### config.mk
export PLATFORM = sky130hd
export DESIGN_NAME = pool_ctrl_flat
export DESIGN_NICKNAME = d
export VERILOG_FILES = /design/src/rtl/pool_if.sv /design/src/rtl/pool_ctrl.sv /design/src/flat_wrapper.sv
export SDC_FILE = /design/constraint.sdc
export NUM_CORES = 1
export LEC_CHECK = 0
export BUFFER_PORTS_ARGS = -buffer_cell sky130_fd_sc_hd__buf_2
export CORE_MARGIN = 10
export CORE_UTILIZATION = 27
export CTS_CLUSTER_SIZE = 30
export DETAILED_ROUTE_END_ITERATION = 16
export GPL_ROUTABILITY_DRIVEN = 0
export GPL_TIMING_DRIVEN = 0
export PLACE_DENSITY = 0.56
export SETUP_SLACK_MARGIN = 0.4
export SLEW_MARGIN = 25
export SYNTH_ARGS = -nofsm -noshare
export SYNTH_HDL_FRONTEND = slang
export SYNTH_SLANG_ARGS = --single-unit
export TNS_END_PERCENT = 1
### constraint.sdc
create_clock -name clk -period 4.15 [get_ports clk]
set_input_delay 0.2075 -clock clk [delete_from_list [all_inputs] [get_ports clk]]
set_output_delay 0.2075 -clock clk [all_outputs]
set_load 0.05 [all_outputs]
### src/rtl/pool_if.sv
// Bundles the pool_ctrl stream, line-buffer and status signals.
//   master : environment side (conv stream source, pooled sink, line buffer)
//   slave  : pool_ctrl side
// Signals:
//   start, in_valid, in_data, in_ready   - frame start and input pixel stream
//   out_valid, out_data                  - pooled pixel output, no backpressure
//   buf_wr_en, buf_wr_data               - line buffer write port
//   buf_rd_en, buf_rd_data               - line buffer read port (data 1 cycle after strobe)
//   busy, done                           - frame status
interface pool_if #(
  parameter int unsigned DATA_WIDTH = 16
) ();
  logic                         start;
  logic                         in_valid;
  logic signed [DATA_WIDTH-1:0] in_data;
  logic                         in_ready;
  logic                         out_valid;
  logic signed [DATA_WIDTH-1:0] out_data;
  logic                         buf_wr_en;
  logic signed [DATA_WIDTH-1:0] buf_wr_data;
  logic                         buf_rd_en;
  logic signed [DATA_WIDTH-1:0] buf_rd_data;
  logic                         busy;
  logic                         done;

  modport master (
    output start, in_valid, in_data, buf_rd_data,
    input  in_ready, out_valid, out_data, buf_wr_en, buf_wr_data, buf_rd_en, busy, done
  );

  modport slave (
    input  start, in_valid, in_data, buf_rd_data,
    output in_ready, out_valid, out_data, buf_wr_en, buf_wr_data, buf_rd_en, busy, done
  );
endinterface

### src/rtl/pool_ctrl.sv
// 2x2 / stride-2 signed max-pooling sequencer for one channel of a streamed feature map.
// Even input rows store horizontal pair maxima into an external FIFO line buffer of
// ROW_LEN/2 entries; odd rows read them back and emit one pooled pixel per 2x2 window.
// Ports:
//   clk   - clock
//   rst_n - asynchronous active-low reset (shared with the line buffer pointers)
//   bus   - pool_if slave: start, input stream, pooled output, buffer ports, busy/done
module pool_ctrl #(
  parameter int unsigned DATA_WIDTH = 16,
  parameter int unsigned ROW_LEN    = 20,
  parameter int unsigned ROW_CNT    = 20,
  parameter int unsigned CNT_WIDTH  = 5
) (
  input logic   clk,
  input logic   rst_n,
  pool_if.slave bus
);

  typedef enum logic [2:0] {StIdle, StEvenRow, StOddRow, StRdWait, StDone} state_e;

  localparam logic [CNT_WIDTH-1:0] LastCol = CNT_WIDTH'(ROW_LEN - 1);
  localparam logic [CNT_WIDTH-1:0] LastRow = CNT_WIDTH'(ROW_CNT - 1);

  state_e                       state_q, state_d;
  logic [CNT_WIDTH-1:0]         col_q, col_d;
  logic [CNT_WIDTH-1:0]         row_q, row_d;
  logic signed [DATA_WIDTH-1:0] hold_q, hold_d;
  logic signed [DATA_WIDTH-1:0] bufreg_q, bufreg_d;
  logic                         out_valid_q, out_valid_d;
  logic signed [DATA_WIDTH-1:0] out_data_q, out_data_d;
  logic                         wr_en_q, wr_en_d;
  logic signed [DATA_WIDTH-1:0] wr_data_q, wr_data_d;
  logic                         done_q, done_d;
  logic                         ready;
  logic                         rd_en;

  // Signed max, strict greater-than; on a tie both operands are equal anyway.
  function automatic logic signed [DATA_WIDTH-1:0] smax(
    input logic signed [DATA_WIDTH-1:0] a,
    input logic signed [DATA_WIDTH-1:0] b
  );
    return (b > a) ? b : a;
  endfunction

  always_comb begin
    state_d     = state_q;
    col_d       = col_q;
    row_d       = row_q;
    hold_d      = hold_q;
    bufreg_d    = bufreg_q;
    out_valid_d = 1'b0;
    out_data_d  = out_data_q;
    wr_en_d     = 1'b0;
    wr_data_d   = wr_data_q;
    // done is registered off StDone so it lands one cycle after the final out_valid.
    done_d      = (state_q == StDone);
    ready       = 1'b0;
    rd_en       = 1'b0;

    case (state_q)
      StIdle: begin
        if (bus.start) begin
          state_d = StEvenRow;
          col_d   = '0;
          row_d   = '0;
        end
      end

      StEvenRow: begin
        ready = 1'b1;
        if (bus.in_valid) begin
          if (!col_q[0]) begin
            hold_d = bus.in_data;
          end else begin
            wr_en_d   = 1'b1;
            wr_data_d = smax(hold_q, bus.in_data);
          end
          if (col_q == LastCol) begin
            col_d   = '0;
            row_d   = row_q + 1'b1;
            state_d = StOddRow;
          end else begin
            col_d = col_q + 1'b1;
          end
        end
      end

      StOddRow: begin
        ready = 1'b1;
        if (bus.in_valid) begin
          if (!col_q[0]) begin
            // Even column is never the last one since ROW_LEN is even.
            hold_d  = bus.in_data;
            rd_en   = 1'b1;
            col_d   = col_q + 1'b1;
            state_d = StRdWait;
          end else begin
            out_valid_d = 1'b1;
            out_data_d  = smax(smax(hold_q, bus.in_data), bufreg_q);
            if (col_q == LastCol) begin
              col_d = '0;
              if (row_q == LastRow) begin
                row_d   = '0;
                state_d = StDone;
              end else begin
                row_d   = row_q + 1'b1;
                state_d = StEvenRow;
              end
            end else begin
              col_d = col_q + 1'b1;
            end
          end
        end
      end

      StRdWait: begin
        // Buffer data arrives exactly one cycle after the read strobe.
        bufreg_d = bus.buf_rd_data;
        state_d  = StOddRow;
      end

      StDone: begin
        state_d = StIdle;
      end

      default: begin
        state_d = StIdle;
      end
    endcase
  end

  always_ff @(posedge clk or negedge rst_n) begin
    if (!rst_n) begin
      state_q     <= StIdle;
      col_q       <= '0;
      row_q       <= '0;
      hold_q      <= '0;
      bufreg_q    <= '0;
      out_valid_q <= 1'b0;
      out_data_q  <= '0;
      wr_en_q     <= 1'b0;
      wr_data_q   <= '0;
      done_q      <= 1'b0;
    end else begin
      state_q     <= state_d;
      col_q       <= col_d;
      row_q       <= row_d;
      hold_q      <= hold_d;
      bufreg_q    <= bufreg_d;
      out_valid_q <= out_valid_d;
      out_data_q  <= out_data_d;
      wr_en_q     <= wr_en_d;
      wr_data_q   <= wr_data_d;
      done_q      <= done_d;
    end
  end

  assign bus.in_ready    = ready;
  assign bus.buf_rd_en   = rd_en;
  assign bus.out_valid   = out_valid_q;
  assign bus.out_data    = out_data_q;
  assign bus.buf_wr_en   = wr_en_q;
  assign bus.buf_wr_data = wr_data_q;
  assign bus.done        = done_q;
  // Stay busy through the done pulse so busy falls the cycle after done.
  assign bus.busy        = (state_q != StIdle) || done_q;

endmodule

### src/flat_wrapper.sv
// flat-port wrapper written by rule: the top's interface ports become plain ports
module pool_ctrl_flat 
#(
  parameter int unsigned DATA_WIDTH = 16,
  parameter int unsigned ROW_LEN    = 20,
  parameter int unsigned ROW_CNT    = 20,
  parameter int unsigned CNT_WIDTH  = 5
)
  (clk, rst_n, bus_start, bus_in_valid, bus_in_data, bus_buf_rd_data, bus_in_ready, bus_out_valid, bus_out_data, bus_buf_wr_en, bus_buf_wr_data, bus_buf_rd_en, bus_busy, bus_done);
  pool_if #(.DATA_WIDTH(DATA_WIDTH)) bus_i ();
  input logic clk;
  input logic rst_n;
  input wire logic [$bits(bus_i.start)-1:0] bus_start;
  input wire logic [$bits(bus_i.in_valid)-1:0] bus_in_valid;
  input wire logic [$bits(bus_i.in_data)-1:0] bus_in_data;
  input wire logic [$bits(bus_i.buf_rd_data)-1:0] bus_buf_rd_data;
  output wire logic [$bits(bus_i.in_ready)-1:0] bus_in_ready;
  output wire logic [$bits(bus_i.out_valid)-1:0] bus_out_valid;
  output wire logic [$bits(bus_i.out_data)-1:0] bus_out_data;
  output wire logic [$bits(bus_i.buf_wr_en)-1:0] bus_buf_wr_en;
  output wire logic [$bits(bus_i.buf_wr_data)-1:0] bus_buf_wr_data;
  output wire logic [$bits(bus_i.buf_rd_en)-1:0] bus_buf_rd_en;
  output wire logic [$bits(bus_i.busy)-1:0] bus_busy;
  output wire logic [$bits(bus_i.done)-1:0] bus_done;
  assign bus_i.start = bus_start;
  assign bus_i.in_valid = bus_in_valid;
  assign bus_i.in_data = bus_in_data;
  assign bus_i.buf_rd_data = bus_buf_rd_data;
  assign bus_in_ready = bus_i.in_ready;
  assign bus_out_valid = bus_i.out_valid;
  assign bus_out_data = bus_i.out_data;
  assign bus_buf_wr_en = bus_i.buf_wr_en;
  assign bus_buf_wr_data = bus_i.buf_wr_data;
  assign bus_buf_rd_en = bus_i.buf_rd_en;
  assign bus_busy = bus_i.busy;
  assign bus_done = bus_i.done;
  pool_ctrl #(.DATA_WIDTH(DATA_WIDTH), .ROW_LEN(ROW_LEN), .ROW_CNT(ROW_CNT), .CNT_WIDTH(CNT_WIDTH)) u_core (.clk(clk), .rst_n(rst_n), .bus(bus_i));
endmodule
==> impl_metrics.json <==
{
  "status": "finished with violations",
  "violations": "setup timing",
  "routedWlPerCell_um": 16.9,
  "viasPerCell": 4.98,
  "via_count": 4146,
  "core_um2": 16600,
  "finalInstanceArea_um2": 6090,
  "initialDrtViolationCount": 261,
  "ys_seq_elements": 80,
  "grt_pass1_vias": 4214,
  "synthArstFlopShare_pct": 100,
  "rsz0062_at_grt": "true",
  "reg2reg_depth": 19,
  "r2r_slack_ns": -0.14,
  "period_minus_slack_ns": 4.29,
  "io_pins": 74,
  "synth_commonest_cells": "dfrtp_1 (80), nand2_1 (65), nor2_1 (45)",
  "r2r_start": "u_core.hold_q[10]",
  "insertion_delay_ns": 0.35,
  "rows": 47,
  "fill_cells": 1702,
  "cp_cell_sequence": "inv_2 -> ha_4 -> nand4_1 -> buf_4 -> nor4_4 -> buf_4 -> a211o_4 -> buf_8 -> o211ai_1 -> o21ai_4 -> ha_4 -> a211o_1 -> or4b_4 -> a2111o_1 -> o21a_1 -> buf_6 -> nand2b_4 -> buf_6 -> o211ai_1",
  "fin_nets": 677,
  "layout-drive-gt1-share_pct": 32.8,
  "routed_wl_mm": 14.1,
  "final_util_pct": 36.6,
  "track_usage_pct": 12.6,
  "synth-main-ff-cell": "dfrtp_1",
  "skew_ns": 0.00707,
  "start_util_pct": 27.7,
  "use_met2_pct": 20.5,
  "synth.avg_cell_area_um2": 9.34,
  "min_from": "bus_buf_rd_data[5]",
  "fin_tns_setup_ns": -1.70,
  "finalHoldViolations": 0,
  "syn_nets": 563,
  "grt_max_degree": 46,
  "cp_top_family": "compound AO/OA/AOI/OAI gates",
  "crit_slowest_cell": "or4b_4",
  "tritoncts": "yes",
  "pre_cts_slack_ns": -0.420,
  "die_area_um2": 22700,
  "hpwl_mm": 10.4,
  "finalMaxSlewViolations": 0,
  "synth_area_um2": 4600,
  "crit_path_end_kind": "register",
  "cts_sinks": 80,
  "drtPass1Iterations": 4,
  "seqCellArea_um2": 2000,
  "cp.arrival_ns": 4.55,
  "min_to": "u_core.bufreg_q[5]",
  "grtUsageMet3_pct": 3.18,
  "placedInstanceArea_um2": 5320,
  "yosysTopAreaCell": "dfrtp_1",
  "synth_top_area_share_pct": 43.5,
  "met1_usage_pct": 15.9,
  "yosys_warnings": 0,
  "hold_path_depth": 2,
  "yosys-top-cells-area": "dfrtp_1 (43%), ha_1 (9.2%), nand2_1 (5.3%)",
  "antenna_found_initial": 1,
  "required_ns": 4.41,
  "crit_path_start_kind": "register",
  "root_buffer": "clkbuf_16",
  "seq_area_frac_synth_pct": 43.5,
  "cts_buffer_depth": 2,
  "synth-edff-count": 0,
  "reg2reg_to": "u_core.bus.out_data[2]",
  "worstMarginPinSlew_ns": 0.622,
  "clk_pin_slew_ns": 0.06,
  "die_y_um": 151,
  "grt_overflow": 0,
  "crit_buf_inv": 6,
  "setup_viol": 16,
  "path_max_fanout": 10,
  "syn_inst": 493,
  "htreeDepth": 3,
  "synth_cell_type_count": 51,
  "relSlewSlack_pct": 58.2,
  "grt.busiest_layer": "met2",
  "path_class": "register to register",
  "fmax_mhz": 233,
  "synth_most_common_cell": "dfrtp_1",
  "grt_pass1_wl_mm": 22.4,
  "multi_input_area_um2": 2590,
  "hold_class": "primary input to register",
  "place.port_buffers": 73,
  "areaGrowthSynthToFinish_pct": 32.3,
  "drc_errors": 0,
  "die_x_um": 151,
  "max_cap_violations": 0,
  "fin_crit_sh_pct": 103,
  "ant_nets": 0,
  "worst_slack_ns": -0.135,
  "slowest_delay_ns": 0.52,
  "cts_buffers": 9
}
-- cell families (layout without fill, tap and decap cells) --
| family | Yosys count | after routing | synth area share, % |
|---|---|---|---|
| buffers and inverters | 51 | 170 | 5.33 |
| and+or+nand+nor | 162 | 162 | 16.0 |
| DFF | 80 | 80 | 43.5 |
| other | 0 | 1 | 0 |
| xor gates and xnor gates | 3 | 3 | 0.571 |
| muxes | 23 | 23 | 5.52 |
| adders and majority gates | 34 | 34 | 9.24 |
| AOI/OAI and AO/OA | 140 | 140 | 19.8 |
-- per-layer routing --
layer	routed length, um	part of all wire [%]	vias up
met5	0	0	-
li1	-	-	2001
met4	212	1.5	0
met2	6700	48	143
met1	6140	44	1986
met3	999	7.1	16
-- repair_timing --
action | in CTS | in global routing
resized for setup | 41 | 23
hold buffers | 1 | 0
cloned | 2 | 0
pin swaps | 13 | 10
setup buffers | 17 | 9
endpoints found under the setup margin | 16 | 16
endpoints found under the hold margin | 44 | 0
-- sequential cells by signal (all words and copies together) (netlist names) --
register and flops:
u_core.row_q 5, u_core.bus.done 1, u_core.bufreg_q 16, u_core.state_q 3
u_core.bus.out_data 16, u_core.bus.out_valid 1, u_core.bus.buf_wr_data 16, u_core.bus.buf_wr_en 1
u_core.hold_q 16, u_core.col_q 5
-- cells in the final DEF, fill, tap and decap left out, types with 4 or more instances in the layout --
master and n:
nand2_1 64, inv_2 8, inv_1 15, dfrtp_1 80
o211ai_2 10, ha_1 23, buf_2 73, clkbuf_1 14
clkbuf_16 9, nand3_1 22, clkbuf_8 6, nor3_1 6
o211ai_1 22, ha_4 10, buf_4 25, buf_6 4
o21ai_0 21, a21oi_1 41, o21ai_2 5, nor2_1 45
mux2_2 19, clkinv_2 4, nand4_1 7, o21ai_1 10
-- area by class of cell --
cell class,instances,area share (%)
multi-input combinational,362,42.6
sequential,80,32.9
tap,220,4.52
clock buffer,10,3.92
inverter,24,1.48
clock inverter,6,0.575
buffer,27,3.57
timing repair buffer,103,10.4
antenna,1,0.0411
-- worst max path at each step --
stage	from	cells after the start	to	slack [ns]
final	u_core.hold_q[10]	19	u_core.bus.out_data[2]	-0.14
after global routing	u_core.hold_q[9]	20	u_core.bus.out_data[1]	-0.32
after CTS	u_core.hold_q[15]	20	u_core.bus.out_data[1]	-0.25
after detailed placement	u_core.hold_q[15]	18	u_core.bus.out_data[10]	-0.42
after global placement	u_core.hold_q[15]	18	u_core.bus.out_data[15]	-0.41
after floorplan	u_core.hold_q[15]	19	u_core.bus.out_data[10]	0.07
-- per-stage QoR --
stage | hold WS, ns | cells
floorplan | -0.0881 | 493
global placement | 0.442 | 786
detailed placement | 0.269 | 787
CTS | 0.0773 | 823
global route | 0.0775 | 832
finish | 0.0897 | 833
-- worst register-to-register path, stage by stage (launching register included) --
cell      delay, ns
dfrtp_1        0.34
inv_2          0.06
ha_4           0.26
nand4_1        0.15
buf_4          0.18
nor4_4         0.30
buf_4          0.17
a211o_4        0.18
buf_8          0.15
o211ai_1       0.13
o21ai_4        0.11
ha_4           0.23
a211o_1        0.26
or4b_4         0.52
a2111o_1       0.37
o21a_1         0.18
buf_6          0.12
nand2b_4       0.19
buf_6          0.15
o211ai_1       0.17
Power is not shown: default switching activity piles up to over one toggle a cycle in this logic, so the estimate is an artifact.
